[src/rtl/instr_encoder_loader.sv]
// rtl/instr_encoder_loader.sv - encodes one-hot class + operand fields into 32-bit MIPS words and streams them into instruction memory
module instr_encoder_loader #(
    parameter int DEPTH = 256,
    parameter int AW    = 8
) (
    input  logic          clk,
    input  logic          rst,
    input  logic          start,
    input  logic          finish,
    input  logic          in_valid,
    output logic          in_ready,
    input  logic [9:0]    cls,
    input  logic [4:0]    rs,
    input  logic [4:0]    rt,
    input  logic [4:0]    rd,
    input  logic [5:0]    funct,
    input  logic [15:0]   imm,
    input  logic [25:0]   target,
    output logic          mem_we,
    output logic [AW-1:0] mem_addr,
    output logic [31:0]   mem_wdata,
    output logic [AW:0]   prog_len,
    output logic          err,
    output logic          done
);

    typedef enum logic [1:0] {
        IDLE,
        LOAD,
        FULL,
        DRAIN
    } state_t;

    localparam logic [AW:0] DEPTH_CNT = (AW+1)'(DEPTH);
    localparam logic [AW:0] LAST_CNT  = (AW+1)'(DEPTH - 1);

    localparam logic [5:0] OPC_RT   = 6'b000000;
    localparam logic [5:0] OPC_ADDI = 6'b001000;
    localparam logic [5:0] OPC_ANDI = 6'b001100;
    localparam logic [5:0] OPC_LW   = 6'b100011;
    localparam logic [5:0] OPC_SW   = 6'b101011;
    localparam logic [5:0] OPC_J    = 6'b000010;
    localparam logic [5:0] OPC_JAL  = 6'b000011;
    localparam logic [5:0] OPC_JR   = 6'b110011;
    localparam logic [5:0] OPC_BEQ  = 6'b000100;
    localparam logic [5:0] OPC_BNE  = 6'b000101;

    state_t      state;
    logic [AW:0] acc_cnt;
    logic        accept;
    logic        cls_ok;
    logic [31:0] word;

    assign in_ready = (state == LOAD) && (acc_cnt < DEPTH_CNT);
    assign accept   = in_valid && in_ready;

    // Exactly one class bit set; anything else is consumed but flagged.
    assign cls_ok = (cls != 10'd0) && ((cls & (cls - 10'd1)) == 10'd0);

    always_comb begin
        word = 32'd0;
        if (cls[9])      word = {OPC_RT, rs, rt, rd, 5'd0, funct};
        else if (cls[8]) word = {OPC_ADDI, rs, rt, imm};
        else if (cls[7]) word = {OPC_ANDI, rs, rt, imm};
        else if (cls[6]) word = {OPC_LW, rs, rt, imm};
        else if (cls[5]) word = {OPC_SW, rs, rt, imm};
        else if (cls[4]) word = {OPC_J, target};
        else if (cls[3]) word = {OPC_JAL, target};
        else if (cls[2]) word = {OPC_JR, rs, 21'd0};
        else if (cls[1]) word = {OPC_BEQ, rs, rt, imm};
        else if (cls[0]) word = {OPC_BNE, rs, rt, imm};
    end

    always_ff @(posedge clk) begin
        if (rst) begin
            state     <= IDLE;
            acc_cnt   <= '0;
            mem_we    <= 1'b0;
            mem_addr  <= '0;
            mem_wdata <= 32'd0;
            prog_len  <= '0;
            err       <= 1'b0;
            done      <= 1'b0;
        end else begin
            mem_we <= 1'b0;
            done   <= 1'b0;
            case (state)
                IDLE: begin
                    if (start) begin
                        state    <= LOAD;
                        acc_cnt  <= '0;
                        prog_len <= '0;
                        err      <= 1'b0;
                    end
                end
                LOAD: begin
                    if (accept) begin
                        if (cls_ok) begin
                            mem_we    <= 1'b1;
                            mem_addr  <= acc_cnt[AW-1:0];
                            mem_wdata <= word;
                            acc_cnt   <= acc_cnt + 1'b1;
                            prog_len  <= acc_cnt + 1'b1;
                        end else begin
                            err <= 1'b1;
                        end
                    end
                    if (finish)
                        state <= DRAIN;
                    else if (accept && cls_ok && acc_cnt == LAST_CNT)
                        state <= FULL;
                end
                FULL: begin
                    if (finish)
                        state <= DRAIN;
                end
                DRAIN: begin
                    // The last write is already on the port this cycle, so it
                    // commits at this edge and done follows it directly.
                    done  <= 1'b1;
                    state <= IDLE;
                end
                default: state <= IDLE;
            endcase
        end
    end

endmodule

[config.mk]
export PLATFORM = sky130hd
export DESIGN_NAME = instr_encoder_loader
export DESIGN_NICKNAME = d
export VERILOG_FILES = /design/src/rtl/instr_encoder_loader.sv
export SDC_FILE = /design/constraint.sdc
export NUM_CORES = 1
export LEC_CHECK = 0
export CAP_MARGIN = 0
export CORE_MARGIN = 2
export CORE_UTILIZATION = 44
export DETAILED_ROUTE_END_ITERATION = 10
export PLACE_DENSITY_LB_ADDON = 0.25
export SLEW_MARGIN = 20
export SYNTH_ARGS = -nofsm -noshare
export SYNTH_HDL_FRONTEND = slang
export SYNTH_SLANG_ARGS = --single-unit
export TNS_END_PERCENT = 100
[constraint.sdc]
create_clock -name clk -period 4.25 [get_ports clk]
set_input_delay 0.425 -clock clk [delete_from_list [all_inputs] [get_ports clk]]
set_output_delay 0.425 -clock clk [all_outputs]
set_load 0.05 [all_outputs]
[Word-level counts from Yosys, hierarchy flattened]
Cells that the tools add are included.
Storage, ports and cells
  bits of input ports: 78
  flip-flop bits (word level): 54
  word-level logic and storage cells: 62
  output and inout bits: 53
Operators by class
  reduce and logical (&&, ||, !) cells: 14
  order comparisons: 1
  equal/unequal tests: 10
  multiplexer cells: 25
  $add $sub $neg: 2
  bitwise gates (word level): 3
Operators with widths (count)
  $mux 32: 8
  $mux 29: 2
  $mux 9: 3
  $pmux 9 s2: 1
  $and 10x10->10: 1
  $logic_not 10->1: 1
  $ne 2x2->1 const B: 5
  $reduce_bool 10->1: 1
  $sub 10x1->10 const B: 1
  $add 9x1->9 const B: 1
  $eq 9x8->1 const B: 1
  $lt 9x9->1 const B: 1
  $mux 2: 4
  $pmux 2 s4: 1
  $reduce_and 4->1: 2
  $reduce_and 3->1: 2
  $logic_and 1x1->1: 5
  $mux 1: 5
  $eq 2x2->1 const B: 2
  $ne 3x2->1 const B: 1
  $reduce_or 3->1: 1
  $eq 2x1->1 const B: 1
  $logic_not 2->1: 1
  $not 1->1: 2
  2 further kinds: 2

[Logic depth before layout (Yosys ltp)]
  depth after elaboration: 10
  gate-level depth with buffers: 10
  mapped depth without buffers: 9

[Worst setup path before layout]
Ideal clock, no wire load.
  path kind: register -> register
  start: register state[1]
  end: register acc_cnt[8]
  required time: 4.180 ns
  slack: 1.500 ns
  clock period less this slack: 2.750 ns
  cell stages (with the launch flop): 10
  arrival time: 2.679 ns
  path buffers: 1
  setup time: 0.070 ns
  cell sequence: dfxtp_1 inv_1 ha_1 nor2b_1 nand2_1 nor2_1 o211ai_4 buf_6 or4_1 a21oi_1
On the way
  longest elaborated chain between the ends: 5
Ends and longest elaborated chain
  from (decl): line 48  | state_t state;
  from (signal assigned): line 76  | state <= IDLE;
  from (signal assigned): line 90  | state <= LOAD;
  from (signal assigned): line 109  | state <= DRAIN;
  $eq 2x1->1: line 54  | assign in_ready = (state == LOAD) && (acc_cnt < DEPTH_CNT);
  $logic_and 1x1->1: line 54
  via in_ready: line 11  | output logic in_ready,
  $logic_and 1x1->1: line 55  | assign accept = in_valid && in_ready;
  $ne 2x2->1 (no source line)
  $reduce_and 4->1 (no source line)
  to (signal assigned): line 102  | acc_cnt <= acc_cnt + 1'b1;
  to (decl): line 49  | logic [AW:0] acc_cnt;
The timed path passes the listed nets, and every way through them passes these cells.
A chain may end at the register's enable or synchronous reset.

[Worst setup path after layout]
  start: input cls[2]
  end: register acc_cnt[3]
On the way
  longest elaborated chain between the ends: 6
Ends and longest elaborated chain
  from (decl): line 12  | input logic [9:0] cls,
  $sub 10x1->10: line 58  | assign cls_ok = (cls != 10'd0) && ((cls & (cls - 10'd1)) == 10'd0);
  $and 10x10->10: line 58
  $logic_not 10->1: line 58
  $logic_and 1x1->1 (*): line 58
  $ne 2x2->1 (no source line) (*)
  $reduce_and 4->1 (no source line) (*)
Mark *: on every way between the ends. The rest lies on a longest branch, timed or not.

==> impl_metrics.xml <==
<?xml version="1.0" encoding="UTF-8"?>
<metrics>
  <group name="outcome">
    <metric name="status" unit="">finished clean</metric>
  </group>
  <group name="cts">
    <metric name="clock_pin_slew_reported_for_the_worst_setup_and_hold_paths_after_clock_tree_synthesis" unit="ns">0.11</metric>
    <metric name="cts-resized-gates" unit="">0</metric>
    <metric name="cts-root-buf" unit="">clkbuf_8</metric>
    <metric name="cts_made_buffers" unit="">5</metric>
    <metric name="clock_tree.buffer_depth" unit="">2</metric>
    <metric name="buffer_count_from_post_cts_setup_fixing" unit="">0</metric>
    <metric name="clkLatencyLatePin" unit="ns">0.32</metric>
    <metric name="deepest_level_of_the_cts_h_tree" unit="">2</metric>
    <metric name="cts_tree" unit="">done</metric>
    <metric name="cts_num_sinks" unit="">54</metric>
    <metric name="cts_hold_buf" unit="">0</metric>
  </group>
  <group name="detailed_routing">
    <metric name="drt-initial-drc-count" unit="">203</metric>
    <metric name="post_drt_wl_per_cell" unit="um">14.3</metric>
    <metric name="vias_per_cell" unit="">5.56</metric>
    <metric name="vias" unit="">2945</metric>
    <metric name="detail_route.wirelength" unit="mm">7.57</metric>
    <metric name="drc" unit="">0</metric>
    <metric name="detail_route_antenna_nets" unit="">0</metric>
    <metric name="first_pass_iters" unit="">5</metric>
  </group>
  <group name="synthesis">
    <metric name="synth.top_cells.by_count" unit="">54 x dfxtp_1, 53 x nand2_1, 35 x a21oi_1</metric>
    <metric name="synthMostInstantiatedCell" unit="">dfxtp_1</metric>
    <metric name="area_leader_netlist" unit="">dfxtp_1</metric>
    <metric name="synth-seq-area-share" unit="%">40.4</metric>
    <metric name="synth_area_leaders" unit="">dfxtp_1 40%, nand2_1 7.4%, a21oi_1 6.6%, a221oi_1 4.9%, nor2_1 4.1%</metric>
    <metric name="synth_async_sr_flop_share" unit="%">0</metric>
    <metric name="synth_flop_cell" unit="">dfxtp_1</metric>
    <metric name="synthDistinctLibCells" unit="">40</metric>
    <metric name="synth_edf_count" unit="">0</metric>
    <metric name="synthesis.area" unit="um2">2670</metric>
    <metric name="average_instance_area_after_synthesis" unit="um2">8.01</metric>
    <metric name="ys_seq_elements" unit="">54</metric>
    <metric name="gate_count_of_the_mapped_netlist" unit="">334</metric>
    <metric name="synth.yosys.warnings" unit="">0</metric>
    <metric name="synth.net_count" unit="">418</metric>
    <metric name="yosysTopAreaCellShare" unit="%">40.4</metric>
  </group>
  <group name="die">
    <metric name="core" unit="um2">5890</metric>
    <metric name="start_util" unit="%">45.4</metric>
    <metric name="die_width" unit="um">82.0</metric>
    <metric name="floorplan.die.height" unit="um">82.0</metric>
    <metric name="io_pins" unit="">131</metric>
    <metric name="design.die.area" unit="um2">6720</metric>
    <metric name="floorplan.rows" unit="">28</metric>
  </group>
  <group name="worst_setup_path">
    <metric name="critPathBufInv" unit="">2</metric>
    <metric name="crit_path_top_delay_cell" unit="">clkdlybuf4s50_1</metric>
    <metric name="cp_data_arrival_time" unit="ns">3.05</metric>
    <metric name="crit_required" unit="ns">4.51</metric>
    <metric name="critical_path_class" unit="">input port to flop</metric>
    <metric name="r2r.worst_path.cells" unit="">9</metric>
    <metric name="cp_top_family" unit="">simple AND/OR/NAND/NOR gates</metric>
    <metric name="crit_path_end_kind" unit="">flop</metric>
    <metric name="worstSetupPathDepth" unit="">8</metric>
    <metric name="crit_path_cell_trace" unit="">clkdlybuf4s50_1 -&gt; nor3_4 -&gt; nand2_1 -&gt; nor4_4 -&gt; o211ai_4 -&gt; buf_4 -&gt; or4_1 -&gt; a21oi_1</metric>
    <metric name="crit_fanout" unit="">29</metric>
    <metric name="critPathMaxStageDelay" unit="ns">0.56</metric>
    <metric name="critPathLaunchType" unit="">input port</metric>
  </group>
  <group name="placed_design">
    <metric name="finalWeightedCongestion" unit="">0.826</metric>
    <metric name="numPortBuffers" unit="">130</metric>
    <metric name="placement.cell_area" unit="um2">4000</metric>
    <metric name="detailed_place_hpwl" unit="mm">5.72</metric>
  </group>
  <group name="sta">
    <metric name="unrepaired_setup_endpoints_after_global_routing" unit="">no</metric>
    <metric name="timing.slew.headroom" unit="%">28.2</metric>
    <metric name="post-route-min-period" unit="ns">2.79</metric>
    <metric name="timing.setup.tns" unit="ns">0</metric>
    <metric name="final_setup_violation_count" unit="">0</metric>
    <metric name="clock_skew" unit="ns">0.0136</metric>
    <metric name="max_transition_viols_final" unit="">0</metric>
    <metric name="max_clk_rate" unit="MHz">358</metric>
    <metric name="timing_hold_violations_final" unit="">0</metric>
    <metric name="tightest_slew" unit="ns">1.07</metric>
    <metric name="final.period_utilization" unit="%">65.7</metric>
  </group>
  <group name="finish">
    <metric name="layout.nets" unit="">538</metric>
    <metric name="insertedDiodeCount" unit="">0</metric>
    <metric name="fraction_of_final_layout_cells_sized_beyond_drive_strength_1" unit="%">4.84</metric>
    <metric name="post_layout_inst_area" unit="um2">4120</metric>
    <metric name="nFillCells" unit="">519</metric>
    <metric name="multi_input_area" unit="um2">1460</metric>
    <metric name="layout-area-overhead-vs-synth" unit="%">54.0</metric>
    <metric name="seqCellArea" unit="um2">1080</metric>
  </group>
  <group name="min_path">
    <metric name="min-delay-path-class" unit="">flop to flop</metric>
    <metric name="min_path_cells" unit="">2</metric>
  </group>
  <group name="pwr">
    <metric name="leakagePower" unit="nW">1.37</metric>
    <metric name="sw_frac_of_total" unit="%">30.2</metric>
    <metric name="power.internal" unit="W">0.000846</metric>
    <metric name="power.density" unit="nW/um2">294</metric>
    <metric name="power_frac_seq" unit="%">43.8</metric>
    <metric name="max-vdd-ir-drop" unit="mV">0.232</metric>
    <metric name="report.power.total" unit="W">0.00121</metric>
    <metric name="clock_power_share" unit="%">29.3</metric>
    <metric name="power.net_switching" unit="W">0.000366</metric>
    <metric name="pwr-share-comb" unit="%">27.0</metric>
  </group>
  <group name="global_routing">
    <metric name="groute.usage.overall" unit="%">23.3</metric>
    <metric name="number_of_antenna_violations_at_the_first_check_in_global_routing" unit="">0</metric>
    <metric name="grt_start_max_net_pins" unit="">49</metric>
    <metric name="grt_pass1_wl" unit="mm">12.2</metric>
    <metric name="aggregate_global_routing_overflow" unit="">0</metric>
    <metric name="first_global_vias" unit="">2709</metric>
  </group>
  <group name="flow_run">
    <metric name="cap_viol_max_count" unit="">0</metric>
  </group>
</metrics>
per-layer routing:
layer | up-vias | track usage [%] | part of all wire, %
met3 | 14 | 7.14 | 8.3
met2 | 115 | 39.9 | 50
met5 | - | 0 | 0
met4 | 0 | 9.17 | 2.3
met1 | 1347 | 27.2 | 39
li1 | 1469 | - | -
through the flow:
step	hold slack (ns)	instances	worst slack (ns)	utilization, %
floorplan	0.476	334	1.50	-
global placement	0.441	522	1.21	68.0
detailed placement	0.448	522	1.12	68.0
CTS	0.463	530	1.45	69.9
global route	0.478	530	1.16	69.9
finish	0.460	530	1.46	69.9
path summary, 6_finish.rpt:
| path | start | endpoint | slack [ns] |
|---|---|---|---|
| max | cls[2] | acc_cnt[3] | 1.46 |
| min | mem_wdata[11] | mem_wdata[11] | 0.46 |
| max reg2reg | state[1] | acc_cnt[3] | 1.60 |
| min reg2reg | mem_wdata[11] | mem_wdata[11] | 0.46 |
layout make-up:
| cell class | count | area share (%) |
|---|---|---|
| Inverter | 8 | 0.729 |
| Clock inverter | 3 | 1.16 |
| Multi-Input combinational cell | 250 | 35.5 |
| Tap cell | 75 | 2.28 |
| Sequential cell | 54 | 26.3 |
| Timing Repair Buffer | 135 | 32.4 |
| Clock buffer | 5 | 1.67 |
worst register-to-register path, stage by stage (launching register included):
cell	delay, ns
dfxtp_1	0.34
inv_1	0.11
ha_1	0.26
nor2b_1	0.20
nand2_1	0.15
nor2_1	0.24
o211ai_4	0.31
buf_4	0.33
or4_1	0.51
a21oi_1	0.14
cells by family after synthesis:
| kind of cell | count (synthesis) | synth area share, % |
|---|---|---|
| AOI/OAI and AO/OA | 100 | 25.5 |
| adders and majority gates | 6 | 2.81 |
| xor gates and xnor gates | 1 | 0.328 |
| and+or+nand+nor | 142 | 25.6 |
| DFF | 54 | 40.4 |
| buffers and inverters | 30 | 4.91 |
| muxes | 1 | 0.515 |
sequential cells by signal, indices dropped and copies added, names as in the netlist:
signal / cells
mem_wdata: 32
acc_cnt: 9
mem_addr: 8
state: 2
done: 1
err: 1
mem_we: 1
layout by cell type, fill, tap and decap left out, types with 5 or more instances in the layout:
master and count:
a211oi_1 5, a21oi_1 35, a221oi_1 15, a22oi_1 8, buf_4 5, clkbuf_8 5, clkdlybuf4s50_1 129, dfxtp_1 54
ha_1 6, inv_1 8, nand2_1 53, nand3_1 12, nor2_1 29, nor2b_1 5, nor3_1 18, o21ai_0 7
o21ai_1 7, o31ai_1 7, or4_1 7
power groups by stage:
stage	clock, W	sequential, W	combinational [W]
after floorplan	0	0.000549	0.000182
after global placement	0	0.000542	0.000317
after detailed placement	0	0.000542	0.000325
after CTS	0.000362	0.000530	0.000325
after global routing	0.000381	0.000533	0.000355
final	0.000355	0.000530	0.000327
Power figures use the tool's default switching activity.
